## config.mk

```make
export PLATFORM = sky130hd
export DESIGN_NAME = spi_rx_frame_sync
export DESIGN_NICKNAME = d
export VERILOG_FILES = /design/src/rtl/spi_rx_frame_sync.sv
export SDC_FILE = /design/constraint.sdc
export NUM_CORES = 1
export LEC_CHECK = 0
export CAP_MARGIN = 10
export CORE_UTILIZATION = 30
export CTS_CLUSTER_SIZE = 30
export DETAILED_ROUTE_END_ITERATION = 10
export GPL_ROUTABILITY_DRIVEN = 0
export HOLD_SLACK_MARGIN = 0.1
export PLACE_DENSITY = 0.59
export SYNTH_ARGS = -nofsm -noshare
export SYNTH_HDL_FRONTEND = slang
export SYNTH_SLANG_ARGS = --single-unit
```

## constraint.sdc

```tcl
create_clock -name clk -period 3 [get_ports clk]
set_input_delay 0.9 -clock clk [delete_from_list [all_inputs] [get_ports clk]]
set_output_delay 0.9 -clock clk [all_outputs]
set_load 0.03 [all_outputs]
```

## src/rtl/spi_rx_frame_sync.sv

```systemverilog
// rtl/spi_rx_frame_sync.sv - SPI slave frame tracker and byte FIFO in the clk domain
module spi_rx_frame_sync #(
  parameter int SYNC_STAGES = 2,
  parameter int DEPTH       = 4,
  parameter int MIN_LOW_CYC = 4
) (
  input  logic                     clk,
  input  logic                     rst_n,
  input  logic                     spi_cs_n,
  input  logic [7:0]               spi_rx_data,
  input  logic                     out_ready,
  output logic                     out_valid,
  output logic [7:0]               out_data,
  output logic [$clog2(DEPTH):0]   fifo_count,
  output logic                     busy,
  output logic                     overflow,
  output logic                     runt,
  input  logic                     flag_clr,
  output logic [15:0]              frame_cnt
);

  localparam int AW = $clog2(DEPTH);
  localparam int LW = $clog2(MIN_LOW_CYC + 1);
  localparam logic [AW:0]   DEPTH_V = (AW+1)'(DEPTH);
  localparam logic [LW-1:0] MIN_V   = LW'(MIN_LOW_CYC);

  typedef enum logic [1:0] {IDLE, ACTIVE, CAPTURE} state_t;

  state_t                 state;
  logic [SYNC_STAGES-1:0] cs_sync;
  logic                   cs_s;
  logic [LW-1:0]          low_cnt;
  logic [7:0]             mem [DEPTH];
  logic [AW:0]            wr_ptr;
  logic [AW:0]            rd_ptr;
  logic                   pop;
  logic                   push_req;
  logic                   push;
  logic                   ovf_set;
  logic                   runt_set;

  // Chain resets to idle-high so release never looks like a CS falling edge.
  always_ff @(posedge clk or negedge rst_n) begin
    if (!rst_n) cs_sync <= '1;
    else        cs_sync <= {cs_sync[SYNC_STAGES-2:0], spi_cs_n};
  end

  assign cs_s       = cs_sync[SYNC_STAGES-1];
  assign busy       = ~cs_s;
  assign fifo_count = wr_ptr - rd_ptr;
  assign out_valid  = (fifo_count != '0);
  assign out_data   = mem[rd_ptr[AW-1:0]];
  assign pop        = out_valid && out_ready;
  assign push_req   = (state == CAPTURE);
  assign push       = push_req && ((fifo_count != DEPTH_V) || pop);
  assign ovf_set    = push_req && !push;
  assign runt_set   = (state == ACTIVE) && cs_s && (low_cnt < MIN_V);

  always_ff @(posedge clk or negedge rst_n) begin
    if (!rst_n) begin
      state     <= IDLE;
      low_cnt   <= '0;
      frame_cnt <= '0;
      runt      <= 1'b0;
      overflow  <= 1'b0;
    end else begin
      case (state)
        IDLE: begin
          if (!cs_s) begin
            state   <= ACTIVE;
            low_cnt <= LW'(1);
          end
        end
        ACTIVE: begin
          if (!cs_s) begin
            if (low_cnt < MIN_V) low_cnt <= low_cnt + LW'(1);
          end else if (low_cnt >= MIN_V) begin
            state <= CAPTURE;
          end else begin
            state <= IDLE;
          end
        end
        CAPTURE: begin
          frame_cnt <= frame_cnt + 16'd1;
          if (!cs_s) begin
            state   <= ACTIVE;
            low_cnt <= LW'(1);
          end else begin
            state <= IDLE;
          end
        end
        default: state <= IDLE;
      endcase

      if (runt_set)      runt <= 1'b1;
      else if (flag_clr) runt <= 1'b0;

      if (ovf_set)       overflow <= 1'b1;
      else if (flag_clr) overflow <= 1'b0;
    end
  end

  // Memory is reset so out_data reads 0 while the FIFO is empty after reset.
  always_ff @(posedge clk or negedge rst_n) begin
    if (!rst_n) begin
      wr_ptr <= '0;
      rd_ptr <= '0;
      for (int i = 0; i < DEPTH; i++) mem[i] <= '0;
    end else begin
      if (push) begin
        mem[wr_ptr[AW-1:0]] <= spi_rx_data;
        wr_ptr              <= wr_ptr + (AW+1)'(1);
      end
      if (pop) rd_ptr <= rd_ptr + (AW+1)'(1);
    end
  end

endmodule

```

==> metrics.yaml, run 1 <==
status: "finished clean"
ctsHoldBuffers: 0
synth_nets: 225
syn-cell-area_sq_mm: 0.00283
cts_sinks: 63
synth_fa_ha_area_share_pct: 4.25
required_ns: 2.10
grt_start_max_net_pins: 38
ir_worst_vdd_v: 0.000296
slew_headroom_pct: 56.4
clk_pin_slew_worst_paths_ns: 0.07
cts_tree: "yes"
ant_nets: 0
die_x_um: 99.0
maxCapViolations: 0
numCtsBuffers: 9
worst_slew_pin_slew_ns: 0.653
drt_wl_total_um: 5360
slew_violations: 0
start_util_pct: 30.7
core_sq_mm: 0.00920
synth_compound_area_share_pct: 3.01
synth_area_per_cell_sq_um: 13.9
yosys_warnings: 0
grt_pass1_vias: 1903
setup_violations: 0
async_flop_share_pct: 100
startpoint_type: "flip-flop"
clock_skew_ns: 0.00999
cp-end-kind: "output pin"
p_leak_nw: 1.84
synthMuxAreaShare_pct: 19.5
timing.hold.ws_ns: 0.359
wl_per_cell_um: 14.1
cts_resized: 9
num_rows: 35
total_power_w: 0.00333
multiInputGateArea_sq_mm: 0.00121
synth_top_family_by_area: "multiplexers"
crit_fanout: 2
cts.path.max_buffers: 2
n_fill_cell: 914
fin_crit_ns: 2.93
synth_cell_types: 33
num_vias: 1804
antennaDiodeCount: 0
powerDensity_mw_per_mm2: 899
fp.dieArea_sq_mm: 0.00981
synth_edf_count: 0
synthFlopType: "dfrtp_1"
area_growth_pct: 31.0
cts-htree-levels: 3
drt_iter0_markers: 41
synthSimpleGateAreaFrac_pct: 8.95
hold_path_class: "flip-flop to flip-flop"
layout-drive-gt1-share_pct: 30.7
synth.area.top_cells: "dfrtp_1, mux2_2, mux4_2"
antenna_found_initial: 0
hold_viol_final: 0
drc: 0
regArea_sq_mm: 0.00158
postCtsSetupBuffers: 0
cts_root_buf: "clkbuf_8"
ios: 44
synth_top_area_share_pct: 54.0
die_h_um: 99.0
post-synth-top-count-cell: "dfrtp_1"
fmax_mhz: 341
rrSetupSlack_ns: 0.57
track_usage_pct: 12.4
setup.worst_path.class: "flip-flop to output pin"
port_buffers: 43
arrival_ns: 2.03
ys_seq_area_share_pct: 55.9
dp_hpwl_um: 3670
period_share_pct: 97.7
syn_inst: 203
synth_seq_cells: 63
grt_pass1_wl_um: 9210
yosys-top-cells-count: "dfrtp_1, mux2_2, nand2_1"
globalRouteOverflowTotal: 0
clock_latency_ns: 0.34
synth.largest_area_cell: "dfrtp_1"
final_nets: 287
synth-xor-area-share_pct: 6.78
viasPerCell: 4.73
dr.pass1.iters: 4
## where the power goes
group	total, W	switching (W)	internal, W	leakage, nW
clock network	0.000755	0.000328	0.000427	0.105
logic	0.00143	0.000712	0.000714	0.892
registers	0.00115	0.000120	0.00103	0.839
total	0.00333	0.00116	0.00217	1.84
## sequential cells by signal, summed over array words and instances, names as in the netlist
| signal | count |
|---|---|
| mem | 32 |
| wr_ptr | 3 |
| rd_ptr | 3 |
| runt | 1 |
| low_cnt | 3 |
| state | 2 |
| frame_cnt | 16 |
| overflow | 1 |
| cs_sync | 2 |
## through the flow
stage	setup WS [ns]	instances	area, sq um	TNS [ns]	util [%]
floorplan	0.129	203	2830	0	-
global placement	-0.114	365	3470	-0.114	37.7
detailed placement	-0.143	365	3470	-0.143	37.7
CTS	0.000711	381	3680	0	40.0
global route	-0.0167	381	3700	-0.0167	40.3
finish	0.0682	381	3700	0	40.3
## layout make-up
cell class,count,area share [%]
flip-flops and latches,63,42.6
multi-input cells,128,32.7
repair buffers,54,14.4
inverters,9,0.912
clock buffers,11,4.09
well taps,111,3.75
clock inverters,5,1.52
## logic make-up (layout without fill, tap and decap cells)
group                      count (synthesis)  after routing
DFF                                       63             63
and+or+nand+nor                           48             48
muxes                                     41             41
xor gates and xnor gates                  20             20
buffers and inverters                     12             79
AOI/OAI and AO/OA                         10             10
adders and majority gates                  9              9
## critical path, cell delays in order, from the launching register on
cell and delay [ns]:
dfrtp_1 0.35, inv_1 0.06, ha_2 0.19, fa_2 0.53, inv_1 0.06, or3_4 0.37
buf_6 0.15
## worst paths after layout
path | start | end | cells after the start
max in group asynchronous | rst_n | cs_sync[1] | 2
max | wr_ptr[0] | out_valid | 6
min reg2reg | cs_sync[0] | cs_sync[1] | 0
max reg2reg | wr_ptr[0] | mem[10] | 8
min | cs_sync[0] | cs_sync[1] | 0
min in group asynchronous | rst_n | mem[22] | 1
## per-layer routing
metal / share of wire (%) / GRT usage [%]
met1: 45 / 14.6
met5: 0 / 0
met3: 4.1 / 3.76
met4: 1.9 / 5.17
met2: 49 / 20.9
## placed cells by master, fill, tap and decap left out, types with 3 or more instances in the layout
master and n:
dfrtp_1 61, mux2_2 33, clkdlybuf4s50_1 31, nand2_1 13, xnor2_1 12, buf_4 12
clkbuf_8 11, inv_1 9, mux4_2 8, nor2_1 8, xor2_1 7, ha_1 7
dlymetal6s2s_1 7, nand4_1 6, nand3_1 6, o21ai_0 3
Power figures use the tool's default switching activity.
==> run 2, diff against run 1 <==
TNS_END_PERCENT = 20   (was unset)
clock period = 3.45 ns   (was 3 ns; I/O delays follow)
==> metrics.yaml, run 2 (same netlist as run 1, synthesis figures left out) <==
dp.cells: 360  # -1.4%
final_cells: 376  # -1.3%
core_sq_mm: 0.00920  # unchanged
die_h_um: 99.0  # unchanged
drc: 0  # unchanged
cts_root_buf: "clkbuf_8"
hold_viol_final: 0  # unchanged
num_rows: 35  # unchanged
p_leak_nw: 1.68  # -8.5%
area_growth_pct: 28.3
antennaDiodeCount: 0  # unchanged
switching_share_pct: 35.8  # +1.0 points
pwr-share-seq_pct: 36.5  # +2.0 points
dp_slack_ns: 0.118  # +0.260 ns
cp-end-kind: "output pin"
start_util_pct: 30.7  # unchanged
hold_path_class: "flip-flop to flip-flop"
cts_tree: "yes"
grt_pass1_vias: 1842  # -3.2%
worstHoldPathCells: 0  # unchanged
fmax_mhz: 298
grt_pass1_wl_um: 9000  # -2.3%
clk_pin_slew_worst_paths_ns: 0.07  # about the same
crit_fanout: 3  # +1
slew_headroom_pct: 53.9  # -2.5 points
port_buffers: 43  # unchanged
critPathMaxStageDelay_ns: 0.45  # -0.08 ns
final_common_cell: "dfrtp_1"
n_fill_cell: 891  # -2.5%
largest_reg_flops: 32  # unchanged
cts-htree-levels: 3  # unchanged
critical_path_buf_inv_count: 2  # -1
reg2regPathDepth: 8  # unchanged
ios: 44  # unchanged
period_share_pct: 97.4
cts.path.max_buffers: 2  # unchanged
die_x_um: 99.0  # unchanged
dr.pass1.iters: 3  # -1
maxCapViolations: 0  # unchanged
drt_iter0_markers: 30  # -27%
ir_worst_vdd_v: 0.000332  # +12%
p_clk_share_pct: 21.1  # -1.6 points
globalRouteOverflowTotal: 0  # unchanged
path_delay_family: "adder cells"
drt_wl_total_um: 5260  # -1.9%
rrSetupSlack_ns: 0.92  # +0.35 ns
clock_skew_ns: 0.00895  # -0.00104 ns
slew_violations: 0  # unchanged
crit_cells: 6  # unchanged
setup_violations: 0  # unchanged
clock_latency_ns: 0.33  # about the same
layout_common_cells: "dfrtp_1, clkdlybuf4s50_1, mux2_2"
dp_hpwl_um: 3640  # -0.94%
cts_sinks: 63  # unchanged
status: "finished clean"
layout_setup_ws_ns: 0.0901  # +0.0219 ns
p_comb_share_pct: 42.4  # -0.4 points
arrival_ns: 2.32  # +0.29 ns
total_power_w: 0.00275  # -18%
crit_path_top_delay_cell: "or3_2"
num_vias: 1757  # -2.6%
viasPerCell: 4.67  # -1.3%
track_usage_pct: 12.0  # -0.36 points
top_register: "mem"
power_switching_w: 0.000984  # -15%
p_int_w: 0.00176  # -19%
final_nets: 282  # -1.7%
powerDensity_mw_per_mm2: 758  # -16%
ant_nets: 0  # unchanged
antenna_found_initial: 0  # unchanged
postCtsSetupBuffers: 0  # unchanged
grt_start_max_net_pins: 35  # -7.9%
wl_per_cell_um: 14.0  # -0.58%
numCtsBuffers: 9  # unchanged
required_ns: 2.41  # +0.31 ns
cp_cell_sequence: "inv_1 -> ha_1 -> fa_1 -> xor3_2 -> or3_2 -> clkdlybuf4s15_2"
startpoint_type: "flip-flop"
rsz0062_at_grt: "yes"
fp.dieArea_sq_mm: 0.00981  # unchanged
fin_crit_ns: 3.36
setup.worst_path.class: "flip-flop to output pin"
layout-drive-gt1-share_pct: 27.9  # -2.8 points
top_regs: "mem x32, frame_cnt x16"
worst_slew_pin_slew_ns: 0.691  # +0.0380 ns
run 2: worst paths after layout:
path	endpoint	startpoint
hold / removal	cs_sync[1]	cs_sync[0]
hold reg to reg	cs_sync[1]	cs_sync[0]
setup reg to reg	mem[10]	wr_ptr[0]
setup / recovery	out_valid	wr_ptr[0]
min in group asynchronous	mem[6]	rst_n
max in group asynchronous	mem[15]	rst_n
run 2: what timing repair did:
item / in CTS / in global routing
hold buffers: 0 / 0
pin swaps: 0 / 0
resized for setup: 3 / 1
endpoints found under the setup margin: 1 / 2
run 2: final cells by class:
type / count / area (sq um) / share of cell area [%]
Tap cell: 111 / 139 / 3.83
Clock inverter: 5 / 32.5 / 0.898
Multi-Input combinational cell: 128 / 1200 / 33.1
Clock buffer: 11 / 151 / 4.18
Inverter: 9 / 33.8 / 0.932
Timing Repair Buffer: 49 / 487 / 13.4
Sequential cell: 63 / 1580 / 43.6
run 2: stage by stage:
step | cell area, sq um | utilization [%] | hold WS [ns] | setup TNS [ns]
finish | 3620 | 39.4 | 0.359 | 0
global placement | 3440 | 37.4 | 0.346 | 0
floorplan | 2830 | - | 0.345 | 0
detailed placement | 3440 | 37.4 | 0.350 | 0
global route | 3620 | 39.4 | 0.362 | -0.00160
CTS | 3620 | 39.4 | 0.361 | 0
run 2: power groups by stage:
| stage | Combinational [W] | Clock, W | Sequential (W) |
|---|---|---|---|
| 3_3_place_gp | 0.00117 | 0 | 0.00101 |
| 5_1_grt | 0.00126 | 0.000635 | 0.00103 |
| 4_1_cts | 0.00118 | 0.000608 | 0.00100 |
| 6_report | 0.00117 | 0.000578 | 0.00100 |
| 3_5_place_dp | 0.00119 | 0 | 0.00102 |
| 2_1_floorplan | 0.000739 | 0 | 0.00102 |
run 2: routing by layer:
| layer | routed length (um) | global-route usage (%) | share of wire, % | up-vias |
|---|---|---|---|---|
| li1 | - | - | - | 834 |
| met5 | 0 | 0 | 0 | - |
| met2 | 2590 | 19.8 | 49 | 39 |
| met1 | 2390 | 14.7 | 45 | 882 |
| met3 | 259 | 3.76 | 4.9 | 2 |
| met4 | 16 | 4.48 | 0.30 | 0 |
